### src/rtl/iob_sync_fifo_2p_pkg.sv
// Shared definitions for the IOb synchronous two-port FIFO.
//  - Default geometry and almost-flag thresholds. The default AFULL is 3/4 of DEPTH and the
//    default AEMPTY is 1/4 of DEPTH.
//  - The width of the level counter, which must hold 0..DEPTH inclusive.
//  - A packed flag structure. Its bit order fixes the bit positions of a future status register.
//    Bit 0 is full and bit 5 is underflow.
package iob_sync_fifo_2p_pkg;

    localparam int DEF_DATA_W = 8;
    localparam int DEF_ADDR_W = 4;

    // The level must represent DEPTH itself, so it is one bit wider than an address.
    function automatic int level_w(input int addr_w);
        return addr_w + 1;
    endfunction

    function automatic int def_afull(input int addr_w);
        return (1 << addr_w) - ((1 << addr_w) / 4);
    endfunction

    function automatic int def_aempty(input int addr_w);
        return (1 << addr_w) / 4;
    endfunction

    // Status flags. The first field listed is the MSB.
    typedef struct packed {
        logic underflow;     // bit 5
        logic overflow;      // bit 4
        logic almost_empty;  // bit 3
        logic empty;         // bit 2
        logic almost_full;   // bit 1
        logic full;          // bit 0
    } fifo_flags_t;

endpackage

### src/rtl/iob_sync_fifo_2p_if.sv
// Producer/consumer bundle for iob_sync_fifo_2p.
//  master : the user side. It drives w_en, w_data and r_en, and observes data, flags and level.
//  slave  : the FIFO side.
//  Signals:
//   w_en, w_data                 : write request and data
//   w_full, w_almost_full        : write-side flags
//   w_overflow                   : write-side error pulse
//   r_en                         : read request
//   r_data                       : registered read data
//   r_empty, r_almost_empty      : read-side flags
//   r_underflow                  : read-side error pulse
//   level                        : occupancy 0..DEPTH
interface iob_sync_fifo_2p_if
    import iob_sync_fifo_2p_pkg::*;
#(
    parameter int DATA_W = DEF_DATA_W,
    parameter int ADDR_W = DEF_ADDR_W
) ();

    logic                          w_en;
    logic [DATA_W-1:0]             w_data;
    logic                          w_full;
    logic                          w_almost_full;
    logic                          w_overflow;
    logic                          r_en;
    logic [DATA_W-1:0]             r_data;
    logic                          r_empty;
    logic                          r_almost_empty;
    logic                          r_underflow;
    logic [level_w(ADDR_W)-1:0]    level;

    modport master (
        output w_en, w_data, r_en,
        input  w_full, w_almost_full, w_overflow,
        input  r_data, r_empty, r_almost_empty, r_underflow, level
    );

    modport slave (
        input  w_en, w_data, r_en,
        output w_full, w_almost_full, w_overflow,
        output r_data, r_empty, r_almost_empty, r_underflow, level
    );

endinterface

### src/rtl/iob_2p_ram.sv
// Two-port RAM for the IOb FIFO: one write port and one read port, both on clk.
// The read port is registered (latency 1), so block RAM can be inferred.
// Ports:
//   clk    : clock
//   rst    : synchronous reset, active-high; clears only the read output register
//   w_en   : write enable
//   w_addr : write address
//   w_data : write data
//   r_en   : read enable
//   r_addr : read address
//   r_data : registered read data; it holds its value while r_en is low
module iob_2p_ram #(
    parameter int DATA_W = 8,
    parameter int ADDR_W = 4
) (
    input  logic              clk,
    input  logic              rst,
    input  logic              w_en,
    input  logic [ADDR_W-1:0] w_addr,
    input  logic [DATA_W-1:0] w_data,
    input  logic              r_en,
    input  logic [ADDR_W-1:0] r_addr,
    output logic [DATA_W-1:0] r_data
);

    logic [DATA_W-1:0] mem [0:(1<<ADDR_W)-1];

    // The storage array has no reset, which keeps it mappable onto block RAM.
    always_ff @(posedge clk) begin
        if (w_en) begin
            mem[w_addr] <= w_data;
        end
    end

    always_ff @(posedge clk) begin
        if (rst) begin
            r_data <= '0;
        end else if (r_en) begin
            r_data <= mem[r_addr];
        end
    end

endmodule

### src/rtl/iob_sync_fifo_2p.sv
// Synchronous single-clock FIFO built on iob_2p_ram.
// It provides:
//  - write and read pointers;
//  - an occupancy (level) counter;
//  - registered full/empty and almost flags, all derived from the level;
//  - one-cycle overflow and underflow pulses.
// Full and empty come from the level, never from pointer comparison.
// Ports:
//   clk : clock
//   rst : synchronous reset, active-high
//   bus : iob_sync_fifo_2p_if slave modport (write/read handshakes, data, flags, level)
module iob_sync_fifo_2p
    import iob_sync_fifo_2p_pkg::*;
#(
    parameter int DATA_W     = DEF_DATA_W,
    parameter int ADDR_W     = DEF_ADDR_W,
    parameter int AFULL_LVL  = def_afull(ADDR_W),
    parameter int AEMPTY_LVL = def_aempty(ADDR_W)
) (
    input  logic               clk,
    input  logic               rst,
    iob_sync_fifo_2p_if.slave  bus
);

    localparam int LVL_W = level_w(ADDR_W);
    localparam int DEPTH = 1 << ADDR_W;

    localparam logic [LVL_W-1:0] DEPTH_L  = LVL_W'(DEPTH);
    localparam logic [LVL_W-1:0] AFULL_L  = LVL_W'(AFULL_LVL);
    localparam logic [LVL_W-1:0] AEMPTY_L = LVL_W'(AEMPTY_LVL);

    logic [ADDR_W-1:0] wptr_reg;
    logic [ADDR_W-1:0] rptr_reg;
    logic [LVL_W-1:0]  level_reg;
    logic [LVL_W-1:0]  level_next;
    fifo_flags_t       flags_reg;
    fifo_flags_t       flags_next;
    logic              wr_acc;
    logic              rd_acc;

    // Acceptance uses the registered flags.
    //  - At level 0, a simultaneous read is refused, so the new word never falls through.
    //  - At DEPTH, a simultaneous write is refused, while the read still frees a slot.
    always_comb begin
        wr_acc = bus.w_en & ~flags_reg.full;
        rd_acc = bus.r_en & ~flags_reg.empty;
    end

    always_comb begin
        level_next = level_reg;
        case ({wr_acc, rd_acc})
            2'b10:   level_next = level_reg + LVL_W'(1);
            2'b01:   level_next = level_reg - LVL_W'(1);
            default: level_next = level_reg;
        endcase
    end

    // The flags are computed from the next level.
    // Each registered flag therefore lines up with the registered level in the same cycle.
    always_comb begin
        flags_next              = '0;
        flags_next.full         = (level_next == DEPTH_L);
        flags_next.almost_full  = (level_next >= AFULL_L);
        flags_next.empty        = (level_next == '0);
        flags_next.almost_empty = (level_next <= AEMPTY_L);
        flags_next.overflow     = bus.w_en & flags_reg.full;
        flags_next.underflow    = bus.r_en & flags_reg.empty;
    end

    always_ff @(posedge clk) begin
        if (rst) begin
            wptr_reg               <= '0;
            rptr_reg               <= '0;
            level_reg              <= '0;
            flags_reg              <= '0;
            flags_reg.empty        <= 1'b1;
            flags_reg.almost_empty <= 1'b1;
        end else begin
            if (wr_acc) begin
                wptr_reg <= wptr_reg + ADDR_W'(1);
            end
            if (rd_acc) begin
                rptr_reg <= rptr_reg + ADDR_W'(1);
            end
            level_reg <= level_next;
            flags_reg <= flags_next;
        end
    end

    // The RAM output register is r_data itself.
    // Its reset is what makes r_data read 0 the cycle after rst.
    iob_2p_ram #(
        .DATA_W (DATA_W),
        .ADDR_W (ADDR_W)
    ) u_ram (
        .clk    (clk),
        .rst    (rst),
        .w_en   (wr_acc),
        .w_addr (wptr_reg),
        .w_data (bus.w_data),
        .r_en   (rd_acc),
        .r_addr (rptr_reg),
        .r_data (bus.r_data)
    );

    assign bus.w_full         = flags_reg.full;
    assign bus.w_almost_full  = flags_reg.almost_full;
    assign bus.w_overflow     = flags_reg.overflow;
    assign bus.r_empty        = flags_reg.empty;
    assign bus.r_almost_empty = flags_reg.almost_empty;
    assign bus.r_underflow    = flags_reg.underflow;
    assign bus.level          = level_reg;

endmodule

### src/flat_wrapper.sv
// flat-port wrapper written by rule: the top's interface ports become plain ports
module iob_sync_fifo_2p_flat import iob_sync_fifo_2p_pkg::*;
#(
    parameter int DATA_W     = DEF_DATA_W,
    parameter int ADDR_W     = DEF_ADDR_W,
    parameter int AFULL_LVL  = def_afull(ADDR_W),
    parameter int AEMPTY_LVL = def_aempty(ADDR_W)
)
  (clk, rst, bus_w_en, bus_w_data, bus_r_en, bus_w_full, bus_w_almost_full, bus_w_overflow, bus_r_data, bus_r_empty, bus_r_almost_empty, bus_r_underflow, bus_level);
  iob_sync_fifo_2p_if #(.DATA_W(DATA_W), .ADDR_W(ADDR_W)) bus_i ();
  input  logic clk;
  input  logic rst;
  input wire logic [$bits(bus_i.w_en)-1:0] bus_w_en;
  input wire logic [$bits(bus_i.w_data)-1:0] bus_w_data;
  input wire logic [$bits(bus_i.r_en)-1:0] bus_r_en;
  output wire logic [$bits(bus_i.w_full)-1:0] bus_w_full;
  output wire logic [$bits(bus_i.w_almost_full)-1:0] bus_w_almost_full;
  output wire logic [$bits(bus_i.w_overflow)-1:0] bus_w_overflow;
  output wire logic [$bits(bus_i.r_data)-1:0] bus_r_data;
  output wire logic [$bits(bus_i.r_empty)-1:0] bus_r_empty;
  output wire logic [$bits(bus_i.r_almost_empty)-1:0] bus_r_almost_empty;
  output wire logic [$bits(bus_i.r_underflow)-1:0] bus_r_underflow;
  output wire logic [$bits(bus_i.level)-1:0] bus_level;
  assign bus_i.w_en = bus_w_en;
  assign bus_i.w_data = bus_w_data;
  assign bus_i.r_en = bus_r_en;
  assign bus_w_full = bus_i.w_full;
  assign bus_w_almost_full = bus_i.w_almost_full;
  assign bus_w_overflow = bus_i.w_overflow;
  assign bus_r_data = bus_i.r_data;
  assign bus_r_empty = bus_i.r_empty;
  assign bus_r_almost_empty = bus_i.r_almost_empty;
  assign bus_r_underflow = bus_i.r_underflow;
  assign bus_level = bus_i.level;
  iob_sync_fifo_2p #(.DATA_W(DATA_W), .ADDR_W(ADDR_W), .AFULL_LVL(AFULL_LVL), .AEMPTY_LVL(AEMPTY_LVL)) u_core (.clk(clk), .rst(rst), .bus(bus_i));
endmodule
### config.mk
export PLATFORM = sky130hd
export DESIGN_NAME = iob_sync_fifo_2p_flat
export DESIGN_NICKNAME = d
export VERILOG_FILES = /design/src/rtl/iob_sync_fifo_2p_pkg.sv /design/src/rtl/iob_sync_fifo_2p_if.sv /design/src/rtl/iob_2p_ram.sv /design/src/rtl/iob_sync_fifo_2p.sv /design/src/flat_wrapper.sv
export SDC_FILE = /design/constraint.sdc
export NUM_CORES = 1
export LEC_CHECK = 0
export CORE_UTILIZATION = 54
export DETAILED_ROUTE_END_ITERATION = 6
export GPL_TIMING_DRIVEN = 0
export PLACE_DENSITY_LB_ADDON = 0.12
export SYNTH_ARGS = -nofsm -noshare
export SYNTH_HDL_FRONTEND = slang
export SYNTH_HIERARCHICAL = 1
export SYNTH_SLANG_ARGS = --single-unit
### constraint.sdc
create_clock -name clk -period 2.43 [get_ports clk]
set_input_delay 0.3645 -clock clk [delete_from_list [all_inputs] [get_ports clk]]
set_output_delay 0.3645 -clock clk [all_outputs]
set_load 0.1 [all_outputs]
# ---- Yosys cells after proc, flatten, opt, wreduce, memory -nomap -nowiden
# Memory sizes are Yosys's and may differ from the RTL's. A register that Yosys moved wholly into a read port is not among the register bits.
# Index checks and enable logic that the tools add are counted.
dict set report totals {
  mem_bits_rw 128
  regBits 19
  n_memories 1
}
# name depth word_bits rd rd_clocked_by_memory_dff wr line
set memory_table {}
lappend memory_table {u_core.u_ram.mem 16 8 1 1 1 iob_2p_ram.sv:26} ;# logic [DATA_W-1:0] mem [0:(1<<ADDR_W)-1];
dict set report op_classes {
  order_cmp 2
  n_eq_ne 3
  muxes 3
  reduce_logical 1
  n_addsub 4
  bitwise 6
}
# op n
set op_table {}
lappend op_table {{$pmux W5 S2} 1}
lappend op_table {{$add A4 B1 Y4 const B} 2}
lappend op_table {{$add A5 B1 Y5 const B} 1}
lappend op_table {{$eq A5 B5 Y1 const B} 1}
lappend op_table {{$ge A5 B4 Y1 const B} 1}
lappend op_table {{$le A5 B3 Y1 const B} 1}
lappend op_table {{$logic_not A5 Y1} 1}
lappend op_table {{$sub A5 B1 Y5 const B} 1}
lappend op_table {{$and A1 B1 Y1} 4}
lappend op_table {{$eq A2 B1 Y1 const B} 1}
lappend op_table {{$eq A2 B2 Y1 const B} 1}
lappend op_table {{$mux W1} 2}
lappend op_table {{$not A1 Y1} 2}

# ---- Longest topological paths before layout
# Gate-level depths: netlist (run 1).
dict set report logic_depth {
  ltp_word 5
  depth_mapped 11
}

# ---- Hierarchy
# The synthesis (run 1) kept the hierarchy.
# mod area_each_um2 n_inst cells_per_inst
set modules_own_cells {}
lappend modules_own_cells {iob_2p_ram 5343.9 1 316}
lappend modules_own_cells {iob_sync_fifo_2p 965.9 1 105}

# ---- Least setup slack after synthesis (run 1)
# No wires, ideal clock.
dict set report synth_timing {
  path_type {register to register}
  from {register u_core.flags_reg, in the netlist u_core/bus.r_empty}
  to {register u_core.flags_reg, in the netlist u_core/bus.w_full}
  path_slack_ns -0.564
  arrival_time_ns 2.906
  period_less_slack_ns 2.994
  setup_ns 0.088
  stages_incl_launch_ff 12
  required_ns 2.342
  cell_sequence {dfxtp_1 -> nand2b_4 -> inv_2 -> buf_6 -> nand2_1 -> xnor2_1 -> ha_1 -> a21o_1 -> and3_4 -> o31a_1 -> or3b_1 -> nor4b_2}
}
dict set report synth_via {
  elab_chain_cells 5
  elab_cells_between_ends 6
  classes_between {3 x eq/ne; 1 x mux; 2 x bitwise}
}
# item line
set synth_rtl {}
lappend synth_rtl {{start: declaration} iob_sync_fifo_2p.sv:36} ;# fifo_flags_t flags_reg;
lappend synth_rtl {{start signal: assignment} iob_sync_fifo_2p.sv:86} ;# flags_reg <= flags_next;
lappend synth_rtl {{$not A1 Y1 (*)} iob_sync_fifo_2p.sv:46} ;# rd_acc = bus.r_en & ~flags_reg.empty;
lappend synth_rtl {{$and A1 B1 Y1 (*)} iob_sync_fifo_2p.sv:46}
lappend synth_rtl {{named net u_core.rd_acc} iob_sync_fifo_2p.sv:39} ;# logic rd_acc;
lappend synth_rtl {{$eq A2 B1 Y1 / $eq A2 B2 Y1 (equally long branches)} iob_sync_fifo_2p.sv:51} ;# case ({wr_acc, rd_acc})
lappend synth_rtl {{$pmux W5 S2 (*)} iob_sync_fifo_2p.sv:51}
lappend synth_rtl {{$eq A5 B5 Y1 (*)} iob_sync_fifo_2p.sv:62} ;# flags_next.full = (level_next == DEPTH_L);
# The timed path passes the listed nets; every way through them passes the cells marked *.
# A chain may end at the register's enable or synchronous reset.

# ---- Worst setup path after layout (run 1)
dict set report layout_timing {
  from {register u_core.level_reg[3] (netlist: u_core/bus.level[3])}
  to {output bus_level[3]}
}
# item line
set layout_rtl {}
lappend layout_rtl {{start: declaration} iob_sync_fifo_2p.sv:34} ;# logic [LVL_W-1:0] level_reg;
lappend layout_rtl {{start signal: assignment} iob_sync_fifo_2p.sv:85} ;# level_reg <= level_next;
lappend layout_rtl {{end: declaration} flat_wrapper.sv:23} ;# output wire logic [$bits(bus_i.level)-1:0] bus_level;
# No word-level cell between the ends.

==> results of run 1 <==
==> final cells by class <==
class                   instances  area, um2  share of cell area, %
flip-flops and latches        155       4390                   58.6
multi-input cells             238       1760                   23.5
clock buffers                  28        561                   7.48
repair buffers                 38        359                   4.79
plain buffers                  20        189                   2.52
well taps                     143        179                   2.39
inverters                       7       27.5                  0.367
clock inverters                 4       25.0                  0.334
==> placed cells by master (no fill, tap or decap), types with 4 or more instances in the layout <==
cell type / Yosys / layout
edfxtp_1: 128 / 128
mux2i_1: 65 / 65
clkdlybuf4s50_1: 0 / 29
nor2_1: 28 / 27
nand3_1: 26 / 26
nand2_1: 25 / 24
a22oi_1: 24 / 24
dfxtp_1: 27 / 23
clkbuf_16: 0 / 20
a21oi_1: 12 / 11
buf_4: 0 / 8
clkbuf_1: 3 / 7
buf_2: 7 / 7
buf_6: 5 / 5
inv_1: 5 / 5
xor2_1: 5 / 5
nor3_2: 0 / 4
==> layer usage <==
layer / up-vias / wire (um) / track usage, %
li1: 1714 / - / -
met1: 1770 / 5410 / 31.3
met2: 123 / 6050 / 35.8
met3: 18 / 918 / 4.53
met4: 0 / 323 / 11.1
met5: - / 0 / 0
==> metrics by stage <==
stage          utilization (%)  instance area, um2  power [uW]  std cells
6_report                  65.6                7500        7200        633
5_1_grt                   65.6                7500        7440        633
4_1_cts                   65.3                7450        7190        633
3_5_place_dp              59.6                6800        4630        594
3_3_place_gp              59.6                6800        4600        594
2_1_floorplan                -                6320        4260        421
==> worst max-delay path by stage <==
stage | startpoint | endpoint | slack, ns | cells after the start
3_5_place_dp | bus_w_en | u_core/u_ram/mem[0][0] | -0.62 | 6
3_3_place_gp | bus_w_en | u_core/u_ram/mem[0][1] | -0.56 | 6
6_report | u_core/bus.level[3] | bus_level[3] | 0.07 | 1
2_1_floorplan | u_core/bus.r_empty | u_core/bus.r_almost_empty | 0.003 | 11
4_1_cts | u_core/bus.r_empty | u_core/bus.w_full | 0.0004 | 11
5_1_grt | bus_w_en | u_core/bus.r_almost_empty | 0.006 | 12
==> power by group <==
group / total [uW] / internal (uW) / switching [uW] / leakage [uW]
Clock: 2530 / 1570 / 958 / 0.000287
Combinational: 1550 / 469 / 1080 / 0.000808
Sequential: 3120 / 3020 / 94.7 / 0.00138
Total: 7200 / 5070 / 2130 / 0.00247
==> what timing repair did <==
| item | 4_1_cts | 5_1_grt |
|---|---|---|
| setup buffers | 7 | 1 |
| setup endpoints to repair | 10 | 27 |
| pin swaps | 5 | 6 |
| resized for setup | 4 | 7 |
==> logic make-up after synthesis <==
| logic type | count (synthesis) |
|---|---|
| AOI/OAI and AO/OA | 50 |
| muxes | 65 |
| adders and majority gates | 4 |
| DFF | 155 |
| buffers and inverters | 28 |
| and+or+nand+nor | 109 |
| xor gates and xnor gates | 10 |
==> flow_metrics.tcl, run 1 <==
set metrics [dict create \
    status "finished, final reports clean" \
    path_clk_slew_ns 0.06 \
    synth_compound_area_share_pct 5.79 \
    synth_nets 437 \
    io_pins 31 \
    fin_nets 493 \
    drt-wirelength-per-cell_um 20.1 \
    crit_required_ns 2.07 \
    path_delay_family "buffers and inverters" \
    worst_setup_path_start_kind "flip-flop" \
    synth_cell_type_count 49 \
    synth_top_family_by_area "multiplexers" \
    hold_viol 0 \
    synth_cells 421 \
    whs_ns 0.427 \
    synth_edf_count 128 \
    grt_pass1_wl_um 19300 \
    die_x_um 110 \
    via_per_inst 5.73 \
    period_needed_ns 2.36 \
    place_ws_ns -0.624 \
    die_h_um 110 \
    synth_xor_area_share_pct 1.39 \
    skew_ns 0.00771 \
    hp-class "in2reg" \
    finalWorstSetupSlack_ns 0.0700 \
    yosysSeqAreaShare_pct 69.5 \
    crit_buf_inv 1 \
    crit_slowest_cell "clkdlybuf4s50_1" \
    dieArea_um2 12100 \
    portBuffers 30 \
    clock_tree.root_cell "clkbuf_16" \
    cts_max_level 4 \
    synthAdderAreaFrac_pct 0.793 \
    antenna_found_initial 0 \
    synthTopCellsByArea "edfxtp_1 (61%), mux2i_1 (10%), dfxtp_1 (8.6%)" \
    start_util_pct 55.3 \
    ant_nets 0 \
    clk_latency_ns 0.41 \
    cts_sinks 155 \
    design.core.area_um2 11400 \
    setup_viol 0 \
    slew_violations 0 \
    async_flop_share_pct 0 \
    reg2reg_depth 11 \
    cts_inserted_buffers 17 \
    critical_path.cell_chain "clkdlybuf4s50_1" \
    slowest_delay_ns 1.17 \
    synth_commonest_cells "edfxtp_1 (128), mux2i_1 (65), nor2_1 (28)" \
    ys_ff_latch 155 \
    drive_above_1_share_pct 16.1 \
    max_freq_mhz 424 \
    synth_mux_area_share_pct 10.3 \
    min_path_cells 2 \
    power_density_nw_per_um2 960 \
    crit_type "reg2out" \
    vdd_drop_max_v 0.000840 \
    drc 0 \
    synth_flop_cell "edfxtp_1" \
    grt_pass1_vias 3459 \
    dr.first_iter.drc_count 359 \
    r2r_slack_ns 0.11 \
    max_cap_viol_count 0 \
    rows 39 \
    hold_start "bus_r_en" \
    drt_wl_total_um 12700 \
    grt_max_degree 17 \
    synth_most_common_cell "edfxtp_1" \
    cts.hold.buffers_added 0 \
    nFillCells 820 \
    cp.arrival_ns 2.00 \
    rsz0062_at_grt "false" \
    grt_use_total_pct 23.1 \
    vias 3625 \
    fin_crit_sh_pct 97.1 \
    syn_avg_cell_area_um2 15.0 \
    cts.path.max_buffers 2 \
    overflow 0 \
    synth_area_um2 6310 \
    cts_tree "done" \
    worstPathMaxFanout 4 \
    regToRegStartpoint "u_core/bus.r_empty" \
    first_pass_iters 4 \
    cp-end-kind "output pin" \
    max_slew.worst_pin.slew_ns 0.976 \
    synthToLayoutAreaGrowth_pct 18.8 \
    setup_tns_ns 0 \
    dpl.hpwl_um 8270 \
    maxSlewHeadroom_pct 34.7 \
    worstReg2RegEnd "u_core/bus.w_full" \
    num_antenna_cells 0 \
    synth_top_area_share_pct 60.9 \
    largest_register_ff_count 128 \
    synth.largest_area_cell "edfxtp_1" \
    ys_warn_count 6 \
    synth-simple-area-share_pct 8.74 \
    routabilityCongestion 0.776 \
    whs_endpoint "u_core/bus.r_underflow" \
    p_leak_uw 0.00247 \
]
(Power assumes the default switching activity.)
==> run 2, diff against run 1 <==
CTS_CLUSTER_SIZE = 20   (was not set)
==> results of run 2 <==
The final DEF is identical to that of run 1; final timing and power are the same.
==> run 3, diff against run 2 <==
--- a/config.mk
+++ b/config.mk
@@ -7,4 +7,5 @@
 export LEC_CHECK = 0
 export CORE_UTILIZATION = 54
+export CTS_CLUSTER_DIAMETER = 40
 export CTS_CLUSTER_SIZE = 20
 export DETAILED_ROUTE_END_ITERATION = 6
==> constraint.sdc (replaced) <==
create_clock -name clk -period 2.43 [get_ports clk]
set_input_delay 0.3645 -clock clk [delete_from_list [all_inputs] [get_ports clk]]
set_output_delay 0.3645 -clock clk [all_outputs]
set_load 0.005 [all_outputs]
==> run 3 against run 2 <==
Largest cell class unchanged; wire length is 0.11% lower; die area stayed put; sequential power hardly changed; critical path type is now in2reg; critical path depth is 8 higher; setup slack worse by 0.014 ns; clock power is 2% lower; sequential share of layout area is 0.59 points higher; fmax is 0.58% lower; cell area is 1.2% lower; via count is 0.17% higher; worst hold slack worse by 0.012 ns.
==> flow_metrics.tcl, run 3 (synthesis gave the netlist of run 1 again) <==
set metrics [dict create \
    rows 39 \
    regToRegStartpoint "u_core/bus.r_empty" \
    crit_required_ns 2.73 \
    crit_type "in2reg" \
    start_util_pct 55.3 \
    vdd_drop_max_v 0.000464 \
    final_common_cell "edfxtp_1" \
    clock_tree.root_cell "clkbuf_16" \
    placed_area_um2 6790 \
    io_pins 31 \
    path_clk_slew_ns 0.06 \
    cts_inserted_buffers 17 \
    stdcell_area_um2 7400 \
    portBuffers 30 \
    vias 3631 \
    clk_latency_ns 0.41 \
    synthToLayoutAreaGrowth_pct 17.4 \
    worst_setup_path_start_kind "input pin" \
    grt_use_total_pct 22.8 \
    fin_crit_sh_pct 97.7 \
    seq_area_um2 4380 \
    via_per_inst 5.77 \
    cts_tree "done" \
    ant_nets 0 \
    cts_sinks 155 \
    cp-endpoint "u_core/bus.r_almost_empty" \
    final_cell_mix "edfxtp_1 (128), mux2i_1 (65), clkdlybuf4s50_1 (29)" \
    grt_pass1_vias 3441 \
    status "finished, final reports clean" \
    first_pass_iters 4 \
    maxSlewHeadroom_pct 34.3 \
    antenna_found_initial 0 \
    overflow 0 \
    r2r_slack_ns 0.09 \
    routabilityCongestion 0.742 \
    worstPathMaxFanout 9 \
    dr.first_iter.drc_count 306 \
    reg2reg_depth 11 \
    power_density_nw_per_um2 878 \
    largest_register_ff_count 128 \
    drt-wirelength-per-cell_um 20.2 \
    drive_above_1_share_pct 13.8 \
    multiInputGateArea_um2 1730 \
    use_met3_pct 4.64 \
    grt_max_degree 17 \
    cts.hold.buffers_added 0 \
    max_slew.worst_pin.slew_ns 0.981 \
    hold_viol 0 \
    design.core.area_um2 11400 \
    grt.met1_usage_pct 29.4 \
    grt_use_met2_pct 37.6 \
    drt_wl_total_um 12700 \
    nFillCells 844 \
    max_freq_mhz 421 \
    dieArea_um2 12100 \
    hp-class "in2reg" \
    die_h_um 110 \
    grt_pass1_wl_um 19100 \
    cp-end-kind "flip-flop" \
    cts.path.max_buffers 2 \
    period_needed_ns 2.37 \
    fin_nets 489 \
    dpl.hpwl_um 8290 \
    skew_ns 0.00731 \
    cp.arrival_ns 2.68 \
    num_antenna_cells 0 \
    rsz0062_at_grt "true" \
    setup_viol 0 \
    max_cap_viol_count 0 \
    p_leak_uw 0.00241 \
    min_path_cells 2 \
    grt.busiest_layer "met2" \
    crit_start "bus_w_en" \
    worstReg2RegEnd "u_core/bus.w_full" \
    die_x_um 110 \
    power_uw 6500 \
    slew_violations 0 \
    drc 0 \
    cts_max_level 4 \
]
[run 3: changes by cell type in the layout (fill, tap and decap cells not counted), moves of 3 or more]
cell,change
buf_4,-5
clkinv_2,+4
clkinvlp_4,+4
dfxtp_1,+4
clkbuf_1,-3
clkbuf_16,-3
[run 3: worst max-delay path: stages]
cell,delay (ns)
clkdlybuf4s50_1,0.47
nand2b_1,0.07
buf_6,0.14
ha_1,0.27
clkbuf_1,0.39
nor2_1,0.10
a22o_1,0.24
or4_1,0.41
a41o_1,0.23
[run 3: worst min path at each step]
| stage | startpoint | end | slack (ns) |
|---|---|---|---|
| 6_report | bus_r_en | u_core/bus.r_underflow | 0.41 |
| 2_1_floorplan | u_core/u_ram/r_data[0] | u_core/u_ram/r_data[0] | 0.45 |
| 3_3_place_gp | u_core/u_ram/r_data[3] | u_core/u_ram/r_data[3] | 0.44 |
| 4_1_cts | bus_r_en | u_core/bus.r_underflow | 0.41 |
| 3_5_place_dp | u_core/u_ram/r_data[6] | u_core/u_ram/r_data[6] | 0.45 |
| 5_1_grt | bus_r_en | u_core/bus.r_underflow | 0.42 |
[run 3: per-layer routing]
layer | up-vias | part of all wire (%)
li1 | 1719 | -
met1 | 1791 | 44
met2 | 106 | 50
met3 | 15 | 4.4
met4 | 0 | 2.1
met5 | - | 0
[run 3: timing repair]
| action | 4_1_cts | 5_1_grt |
|---|---|---|
| pin swaps | 2 | 1 |
| resized for setup | 3 | 3 |
| setup buffers | 2 | 0 |
| setup endpoints to repair | 10 | 20 |
[run 3: layout make-up]
type	count	area share, %
clock buffers	19	5.98
flip-flops and latches	155	59.2
multi-input cells	238	23.4
clock inverters	13	1.71
repair buffers	33	4.34
well taps	143	2.42
plain buffers	21	2.60
inverters	7	0.372
[run 3: report_power, final]
group | switching (uW) | internal [uW] | leakage, uW
logic | 481 | 423 | 0.000768
registers | 96.6 | 3010 | 0.00138
clock network | 967 | 1520 | 0.000268
[run 3: metrics by stage]
step	instances	util (%)	hold slack [ns]	worst slack [ns]	setup TNS [ns]
floorplan	421	-	0.450	0.163	0
detailed placement	594	59.5	0.455	-0.660	-23.18
global route	629	64.8	0.418	-0.0574	-0.0709
CTS	628	64.6	0.405	0.00517	0
global placement	594	59.5	0.442	-0.595	-18.16
finish	629	64.8	0.414	0.0562	0
